$ cat src/rtl/csa_pkg.sv
// Shared defaults, counter width and state encoding
// for the carry-save stream accumulator.
package csa_pkg;

   localparam int DEF_WIDTH     = 16;
   localparam int DEF_NUM_OPS   = 9;
   localparam int DEF_OUT_WIDTH = 20;
   localparam int CNT_W         = $clog2(DEF_NUM_OPS + 1);

   typedef enum logic [1:0] {
      ACCUM,
      RESOLVE,
      DONE
   } state_t;

endpackage

$ cat src/rtl/csa_compressor_3to2.sv
// One row of N full adders: three vectors in, sum and
// unshifted carry vectors out (parent does the shift).
module csa_compressor_3to2 #(
   parameter int N = 20
) (
   input  logic [N-1:0] a,
   input  logic [N-1:0] b,
   input  logic [N-1:0] d,
   output logic [N-1:0] sum,
   output logic [N-1:0] carry
);

   assign sum   = a ^ b ^ d;
   assign carry = (a & b) | (a & d) | (b & d);

endmodule

$ cat src/rtl/csa_stream_accumulator.sv
// Serial multi-operand adder with carry-save state and one
// resolve add. Optional macro CSA_EARLY_LAST_EN adds in_last.
module csa_stream_accumulator
   import csa_pkg::*;
#(
   parameter int WIDTH     = DEF_WIDTH,
   parameter int NUM_OPS   = DEF_NUM_OPS,
   parameter int OUT_WIDTH = DEF_OUT_WIDTH
) (
   input  logic                 clk,
   input  logic                 rst,
   input  logic                 in_valid,
   output logic                 in_ready,
   input  logic [WIDTH-1:0]     in_data,
`ifdef CSA_EARLY_LAST_EN
   input  logic                 in_last,
`endif
   output logic                 out_valid,
   input  logic                 out_ready,
   output logic [OUT_WIDTH-1:0] out_sum,
   output logic                 out_cout
);

   localparam int CW = $clog2(NUM_OPS + 1);
   localparam logic [CW-1:0] LAST_CNT = CW'(NUM_OPS - 1);

   state_t               state;
   logic [OUT_WIDTH-1:0] s;
   logic [OUT_WIDTH-1:0] c;
   logic [OUT_WIDTH-1:0] x;
   logic [OUT_WIDTH-1:0] row_s;
   logic [OUT_WIDTH-1:0] row_c;
   logic [CW-1:0]        cnt;
   logic                 accept;
   logic                 last;

   assign x      = OUT_WIDTH'(in_data);
   assign accept = in_valid && in_ready;

`ifdef CSA_EARLY_LAST_EN
   assign last = (cnt == LAST_CNT) || in_last;
`else
   assign last = (cnt == LAST_CNT);
`endif

   csa_compressor_3to2 #(
      .N (OUT_WIDTH)
   ) u_row (
      .a     (s),
      .b     (c),
      .d     (x),
      .sum   (row_s),
      .carry (row_c)
   );

   // Control FSM with registered handshake and result outputs.
   always_ff @(posedge clk) begin
      if (rst) begin
         state     <= ACCUM;
         in_ready  <= 1'b0;
         out_valid <= 1'b0;
         out_sum   <= '0;
         out_cout  <= 1'b0;
         s         <= '0;
         c         <= '0;
         cnt       <= '0;
      end else begin
         unique case (state)
            ACCUM: begin
               out_valid <= 1'b0;
               in_ready  <= 1'b1;
               if (accept) begin
                  s   <= row_s;
                  c   <= row_c << 1;
                  cnt <= cnt + 1'b1;
                  if (last) begin
                     state    <= RESOLVE;
                     in_ready <= 1'b0;
                  end
               end
            end
            RESOLVE: begin
               {out_cout, out_sum} <= {1'b0, s} + {1'b0, c};
               s         <= '0;
               c         <= '0;
               cnt       <= '0;
               in_ready  <= 1'b0;
               out_valid <= 1'b1;
               state     <= DONE;
            end
            DONE: begin
               if (out_ready) begin
                  out_valid <= 1'b0;
                  in_ready  <= 1'b1;
                  state     <= ACCUM;
               end
            end
            default: begin
               state <= ACCUM;
            end
         endcase
      end
   end

endmodule

$ cat config.mk
export PLATFORM = sky130hd
export DESIGN_NAME = csa_stream_accumulator
export DESIGN_NICKNAME = d
export VERILOG_FILES = /design/src/rtl/csa_pkg.sv /design/src/rtl/csa_compressor_3to2.sv /design/src/rtl/csa_stream_accumulator.sv
export SDC_FILE = /design/constraint.sdc
export NUM_CORES = 1
export LEC_CHECK = 0
export ABC_CLOCK_PERIOD_IN_PS = 6700
export BUFFER_PORTS_ARGS = -buffer_cell sky130_fd_sc_hd__buf_2
export CAP_MARGIN = 5
export CORE_MARGIN = 2
export CORE_UTILIZATION = 63
export DETAILED_ROUTE_END_ITERATION = 10
export GPL_TIMING_DRIVEN = 0
export PLACE_DENSITY = 0.85
export SYNTH_ARGS = -nofsm -noshare
export SYNTH_HDL_FRONTEND = slang
export SYNTH_SLANG_ARGS = --single-unit
export TNS_END_PERCENT = 1
$ cat constraint.sdc
create_clock -name clk -period 6.7 [get_ports clk]
set_input_delay 1.34 -clock clk [delete_from_list [all_inputs] [get_ports clk]]
set_output_delay 1.34 -clock clk [all_outputs]
set_load 0.02 [all_outputs]
==> results of run 1 <==
[path summary, 6_finish.rpt]
path,cells past startpoint,to
max reg2reg,8,out_sum[13]
max,6,s[10]
min reg2reg,2,out_sum[17]
min,2,out_sum[17]
[cell type report]
class	instances	share of cell area
repair buffers	41	0.0482
flip-flops and latches	68	0.320
inverters	7	0.00617
clock buffers	11	0.0332
plain buffers	24	0.0214
multi-input cells	311	0.538
clock inverters	4	0.0118
well taps	75	0.0220
[where the power goes]
part | switching, µW | internal, µW
combinational | 46.3 | 27.8
sequential | 8.35 | 412
clock | 154 | 180
total | 209 | 619
[sequential cells by signal, indices dropped and copies added, names as in the netlist]
signal,flops
in_ready,1
out_cout,1
state,2
out_sum,20
out_valid,1
cnt,4
s,20
c,19
[per-layer routing]
| metal | vias to the layer above | track usage | routed length, µm |
|---|---|---|---|
| li1 | 1581 | - | - |
| met1 | 1565 | 0.394 | 3800 |
| met2 | 135 | 0.430 | 4030 |
| met3 | 26 | 0.0433 | 683 |
| met4 | 0 | 0.117 | 203 |
| met5 | - | 0 | 0 |
[cell usage after synthesis, types with 2 or more instances]
library cell	n	area share
nor2_1	70	0.070
dfxtp_1	68	0.36
a22oi_1	40	0.080
ha_1	26	0.086
a21oi_1	25	0.033
clkbuf_1	20	0.020
nand2_1	17	0.017
fa_1	16	0.085
o21ai_0	16	0.021
mux2i_1	9	0.024
xnor2_1	9	0.021
nand3_1	8	0.011
inv_1	7	0.0070
nand2b_1	7	0.012
nor2b_1	6	0.010
a21o_1	5	0.010
a211oi_1	4	0.0080
a32o_1	4	0.011
nand4_1	4	0.0066
a211oi_2	3	0.010
buf_1	3	0.0030
nor3_1	3	0.0040
o21a_1	3	0.0060
or3_1	3	0.0050
a21oi_2	2	0.0046
a31oi_1	2	0.0033
nand3b_1	2	0.0040
o21bai_1	2	0.0040
o31ai_1	2	0.0040
[cell families after synthesis]
logic type,Yosys count,synth area share
adder cells (fa/ha/maj),42,0.171
multiplexers,9,0.0239
flip-flops,68,0.361
AO/OA/AOI/OAI,121,0.225
AND/OR/NAND/NOR,129,0.164
XOR/XNOR,10,0.0232
buffers and inverters,31,0.0312
[worst reg2reg max path, delay by kind of cell, from the launching register on]
family,cells,cell delay (ns)
adders and majority gates,2,0.68
and+or+nand+nor,2,0.57
AOI/OAI and AO/OA,3,0.52
DFF,1,0.35
xor gates and xnor gates,1,0.26
[per-stage QoR]
stage          power [µW]  hold slack [ns]   util  std cells  cell area (µm²)
6_report              828            0.456  0.728        541             4260
5_1_grt               854            0.486  0.728        541             4260
4_1_cts               830            0.458  0.728        541             4260
3_5_place_dp          501            0.443  0.695        526             4070
3_3_place_gp          498            0.434  0.695        526             4070
2_1_floorplan         476            0.470      -        410             3770
==> impl_results.md, run 1 <==
* Chip Height at 81.3 µm
* Post-synth EDFFs at 0
* Setup Skew at ~0.013 ns
* Crit path kind: input pin to register
* Drt initial violations at 351
* Syn Area/Cell at approximately 9 µm²
* Prevailing post-synth register cell: dfxtp_1
* Outcome: complete, no violations
* Initial core utilization at 0.644
* Filler Cell Count at about 430
* CP startpoint kind: input pin
* Pin count of the biggest net entering global routing at 12
* R2r setup slk at between 4 and 5 ns
* TNS Setup at 0 ns
* CP max FO at 10
* Leak at about 0.0018 µW
* Post-DR wirelength/cell at 16.1 µm
* Cell Area, Synth at 3770 µm²
* Async S/R FF share, synth at 0
* IO buf count at between 40 and 50
* CTS buffer count at 9
* Distinct cells, synth at 53
* Area of the multi-input gates at roughly 2300 µm²
* H-tree levels at 3
* Worst-path clk slew at about 0.070 ns
* Hold Crit Class: register to register
* DIE WIDTH at around 81 µm
* Commonest cells after routing, fill and taps aside: 70 x nor2_1, 68 x dfxtp_1, 42 x buf_2, 40 x a22oi_1, 26 x ha_1
* Final hold vios at 0
* Initial antenna violation count at 0
* Cell chain of the critical path: buf_2 -> nand3_1 -> a21boi_1 -> clkbuf_1 -> a22oi_1 -> nor2_1
* CTS tree: built
* Slew @ Worst Pin at about 0.72 ns
* Most common cell after layout, fill and taps aside: nor2_1
* Worst slack at placement at approximately 3.7 ns
* Die ar. at roughly 6600 µm²
* Drc violations at 0
* Crit share post-route at 0.395
* CP max stage delay at 0.55 ns
* Row cnt at 28
* Worst setup margin at just over 4 ns
* Num ports at between 40 and 50
* Max-cap violations at 0
* Postcts setup bufs at 0
* Seq cells post-synth at between 60 and 70
* DR pass1 iterations at 5
* GRT overflow at 0
* Crit path buf inv count at 2
* HPWL after detailed placement at between 6000 and 7000 µm
* Yosys warnings at 0
* Unrepaired setup endpoints after global routing: false
* CP delay by family, top: compound AO/OA/AOI/OAI gates
* Post-CTS sizing at 0
* Pins Over Slew Limit at 0
* Power per Cell Area at a little under 200 nW/µm²
* Routability Congestion at between 0.9 and 1
* Core region area at 5850 µm²
* Antenna violation net count after detailed routing at 0
* All-Layer GR Usage at 0.280
* Crit path from: in_valid
* Clock Tree Buf Depth at 2
* Cell count after synthesis at slightly above 400
* Rel. slew slack at 0.518
* Vias in the first global route at between 3000 and 4000
* Reg area at approximately 1400 µm²
* Hold Crit Start: out_sum[17]
* Net Count, Synth at around 470
* Vias/cell at just over 6
* Worst setup EP type: register
* Final #Nets at around 520
* Crit path time final at between 2 and 3 ns
* Clock sinks at just under 70
* Layout cells sized above 1 at 0.148
* Max IR drop VDD at between 0.15 and 0.2 mV
* Area delta synth->final at 13.0%
* Register area share after synthesis at 0.361
* Root Buffer: clkbuf_8
* Worst skew pair latency at 0.34 ns
* Crit path DAT at 2.91 ns
* Via count of the routed design at between 3000 and 4000
* Worst r2r src: c[1]
* Setup violators final at 0
* Required time of the critical path at about 7.0 ns
* Final wirelength at between 8000 and 9000 µm
* CP max-delay cell: a21boi_1
* CTS hold repair buffers at 0
* N_diodes at 0
* First-pass GRT wire length at roughly 14000 µm
* Achievable Freq at roughly 0.38 GHz
No activity file was read; power rests on OpenSTA's default activity.
==> inputs of run 2 (changes only) <==
- ABC_AREA: not set -> 1
- ABC_CLOCK_PERIOD_IN_PS: 6700 -> 2730
- CORE_UTILIZATION: 63 -> 59
- PLACE_DENSITY: 0.85 -> 0.8
- clock period: 6.7 -> 2.73 ns (I/O delays scaled with it)
==> run 2 against run 1 <==
Hold slack gained 0.018 ns. Clock skew fell by 0.0032 ns. Worst setup slack got worse by 3.3 ns. Critical path type is now register to register. Critical path depth increased by 6. Synthesized cell count rose by 35%. Largest power group unchanged. Via count increased by 13%. Non-clock buffer count is the same.
==> impl_results.md, run 2 <==
* R2r setup slk at 0.77 ns (-3.42 ns)
* Net Count, Synth at 617 (+31%)
* Cell Area, Synth at 4000 µm² (+6.2%)
* Worst r2r src: c[1]
* Switching share of total power at 0.396 (+0.144)
* Commonest cells after routing, fill and taps aside: 122 x nand2_1, 68 x dfxtp_1, 66 x nand3_1, 61 x a21oi_1, 58 x nor2_1
* Syn Area/Cell at 7.21 µm² (-22%)
* Crit path kind: register to register
* Routability Congestion at 0.869 (-9.1%)
* Outcome: complete, no violations
* CP delay by family, top: simple AND/OR/NAND/NOR gates
* Initial core utilization at 0.599 (-0.0449)
* CP startpoint kind: register
* HPWL after detailed placement at 7310 µm (+18%)
* Cell mode on critical path: nand2_1
* WHS Path Cells at 2 (unchanged)
* Worst-path clk slew at 0.08 ns (about the same)
* CTS buffer count at 9 (unchanged)
* Placed Instance Area at 4310 µm² (+6.1%)
* Cell count after synthesis at 555 (+35%)
* Async S/R FF share, synth at 0 (unchanged)
* DIE WIDTH at 86.4 µm (+6.2%)
* Crit share post-route at 0.719
* Final instance area at 4510 µm² (+5.8%)
* IO buf count at 42 (+2.4%)
* Crit path DAT at 2.22 ns (-0.69 ns)
* Postcts setup bufs at 0 (unchanged)
* Most common cell after layout, fill and taps aside: nand2_1
* GR Util met1 at 0.342 (-0.0521)
* Register area share after synthesis at 0.340 (-0.0212)
* Crit path buf inv count at 1 (-1)
* Setup violators final at 0 (unchanged)
* Switching pwr at 1310 µW (+530%)
* Distinct cells, synth at 29 (-45%)
* Internal power at 2000 µW (+220%)
* Vias in the first global route at 3620 (+19%)
* GRT overflow at 0 (unchanged)
* Final wirelength at 9490 µm (+8.8%)
* Finished Core Util at 0.675 (-0.0533)
* Root Buffer: clkbuf_8
* Regs by FF count: out_sum (20), s (20), c (19)
* CTS hold repair buffers at 0 (unchanged)
* Die ar. at 7460 µm² (+13%)
* WHS at 0.474 ns (+0.0179 ns)
* Cell chain of the critical path: ha_1 -> fa_1 -> nand3_1 -> nand3_1 -> nand2_1 -> nand2_1 -> nand2_1 -> nand2_1 -> nand2_1 -> nand3_1 -> nand2_1 -> inv_1
* Drc violations at 0 (unchanged)
* CP max stage delay at 0.47 ns (-0.08 ns)
* Post-synth top cells: 122 x nand2_1, 68 x dfxtp_1, 66 x nand3_1, 61 x a21oi_1, 58 x nor2_1
* Post-synth EDFFs at 0 (unchanged)
* Grt met2 use at 0.479 (+0.0495)
* Final #Nets at 670 (+28%)
* Hold Crit Class: register to register
* CP max FO at 4 (-6)
* CP max-delay cell: fa_1
* First-pass GRT wire length at 16200 µm (+14%)
* Num ports at 43 (unchanged)
* Seq cells post-synth at 68 (unchanged)
* Layout cells sized above 1 at 0.134 (-0.0143)
* Post-CTS sizing at 0 (unchanged)
* Synth area leader: dfxtp_1
* TNS Setup at 0 ns (unchanged)
* Pins Over Slew Limit at 0 (unchanged)
* Chip Height at 86.4 µm (+6.2%)
* Top cell type's share of synthesized area at 0.340 (-0.0212)
* Ranking of synthesized cells by area: dfxtp_1 34%, nand2_1 11%, nand3_1 8.3%, ha_1 8.1%, fa_1 8.0%
* Flop pwr share at 0.389 (-0.119)
* Yosys warnings at 0 (unchanged)
* Hold worst-path end: c[17]
* Max-cap violations at 0 (unchanged)
* Gate power share at 0.360 (+0.270)
* Clock sinks at 68 (unchanged)
* Final hold vios at 0 (unchanged)
* Setup Skew at 0.00990 ns (-0.00321 ns)
* H-tree levels at 3 (unchanged)
* Rel. slew slack at 0.593 (+0.0745)
* Most frequent cell after synthesis: nand2_1
* Worst skew pair latency at 0.35 ns (about the same)
* Required time of the critical path at 2.98 ns (-3.99 ns)
* Post-DR wirelength/cell at 13.7 µm (-15%)
* Unrepaired setup endpoints after global routing: false
* Initial antenna violation count at 0 (unchanged)
* Power per Cell Area at 734 nW/µm² (+280%)
* Core region area at 6680 µm² (+14%)
* Reg-to-Reg End: out_sum[13]
* Crit path time final at around 2.0 ns
* CTS tree: built
* Max IR drop VDD at 0.386 mV (+120%)
* Antenna violation net count after detailed routing at 0 (unchanged)
* N_diodes at 0 (unchanged)
* Prevailing post-synth register cell: dfxtp_1
* Busiest grt layer: met2
* Drt initial violations at 172 (-51%)
* Achievable Freq at 0.510 GHz
* Via count of the routed design at 3733 (+13%)
* Clock Tree Buf Depth at 2 (unchanged)
* Row cnt at 30 (+7.1%)
* All-Layer GR Usage at 0.273 (-0.00746)
* Leak at 0.00219 µW (+21%)
* Slew @ Worst Pin at 0.611 ns (-0.112 ns)
* Reg2reg path depth at 12 (+4)
* M3 GR Usage at 0.0371 (-0.00619)
* Hold Crit Start: c[17]
* Vias/cell at 5.39 (-12%)
* Power, Total at 3310 µW (+300%)
* Worst setup EP type: register
* DR pass1 iterations at 5 (unchanged)
* Area delta synth->final at 12.6%
* Clk pwr share at 0.251 (-0.152)
* Pin count of the biggest net entering global routing at 12 (unchanged)
==> run 2: cell count changes after synthesis, moves of 6 or more <==
cell      change
nand2b_1      -7
xnor2_1       -7
nor2_1       -12
nand3_1      +58
mux2i_1       -9
xor2_1        +6
inv_1        +44
nand2_1     +105
nor2b_1       -6
a22oi_1      -40
a21oi_1      +36
==> run 2: routing by layer <==
layer / wire length [µm] / vias up / part of all wire
met5: 0 / - / 0
met4: 194 / 0 / 0.020
met3: 353 / 17 / 0.037
met2: 4710 / 87 / 0.50
met1: 4230 / 1730 / 0.45
li1: - / 1899 / -
==> run 2: cell type report <==
class                      instances  area (µm²)
clock inverter                     4        48.8
clock buffer                      12         145
timing repair buffer              42         210
tap                               80         100
buffer                            23        93.8
inverter                          56         210
fill                             606        2170
multi-input combinational        408        2340
sequential                        68        1360
==> run 2: worst max-delay path by stage <==
stage,cells past startpoint,startpoint,end
final,12,c[1],out_sum[13]
after global routing,12,c[1],out_sum[13]
after CTS,12,c[1],out_sum[13]
after detailed placement,12,c[1],out_sum[13]
after global placement,12,c[1],out_sum[17]
after floorplan,9,c[1],out_sum[9]
==> run 2: kinds of logic (layout without fill, tap and decap cells) <==
| group | Yosys count | in the layout | synth area share |
|---|---|---|---|
| AO/OA/AOI/OAI | 90 | 90 | 0.118 |
| buffers and inverters | 79 | 137 | 0.0759 |
| XOR/XNOR | 9 | 9 | 0.0197 |
| AND/OR/NAND/NOR | 267 | 267 | 0.285 |
| flip-flops | 68 | 68 | 0.340 |
| adder cells (fa/ha/maj) | 42 | 42 | 0.161 |
==> run 2: tightest hold or removal path, cell delays in order, from the launching register on <==
cell	delay (ns)
dfxtp_1	0.32
nand2_1	0.06
a21oi_1	0.05
==> run 2: power groups by stage <==
stage	Combinational, µW	Clock [µW]	Sequential, µW
global placement	1160	0	1300
global route	1340	882	1310
floorplan	663	0	1450
CTS	1190	840	1290
finish	1190	830	1290
detailed placement	1190	0	1310
==> run 2: per-stage QoR <==
step | cells | setup WS [ns]
6_report | 693 | 0.768
5_1_grt | 693 | 0.572
4_1_cts | 693 | 0.771
3_5_place_dp | 677 | 0.790
3_3_place_gp | 677 | 0.788
2_1_floorplan | 555 | 1.01
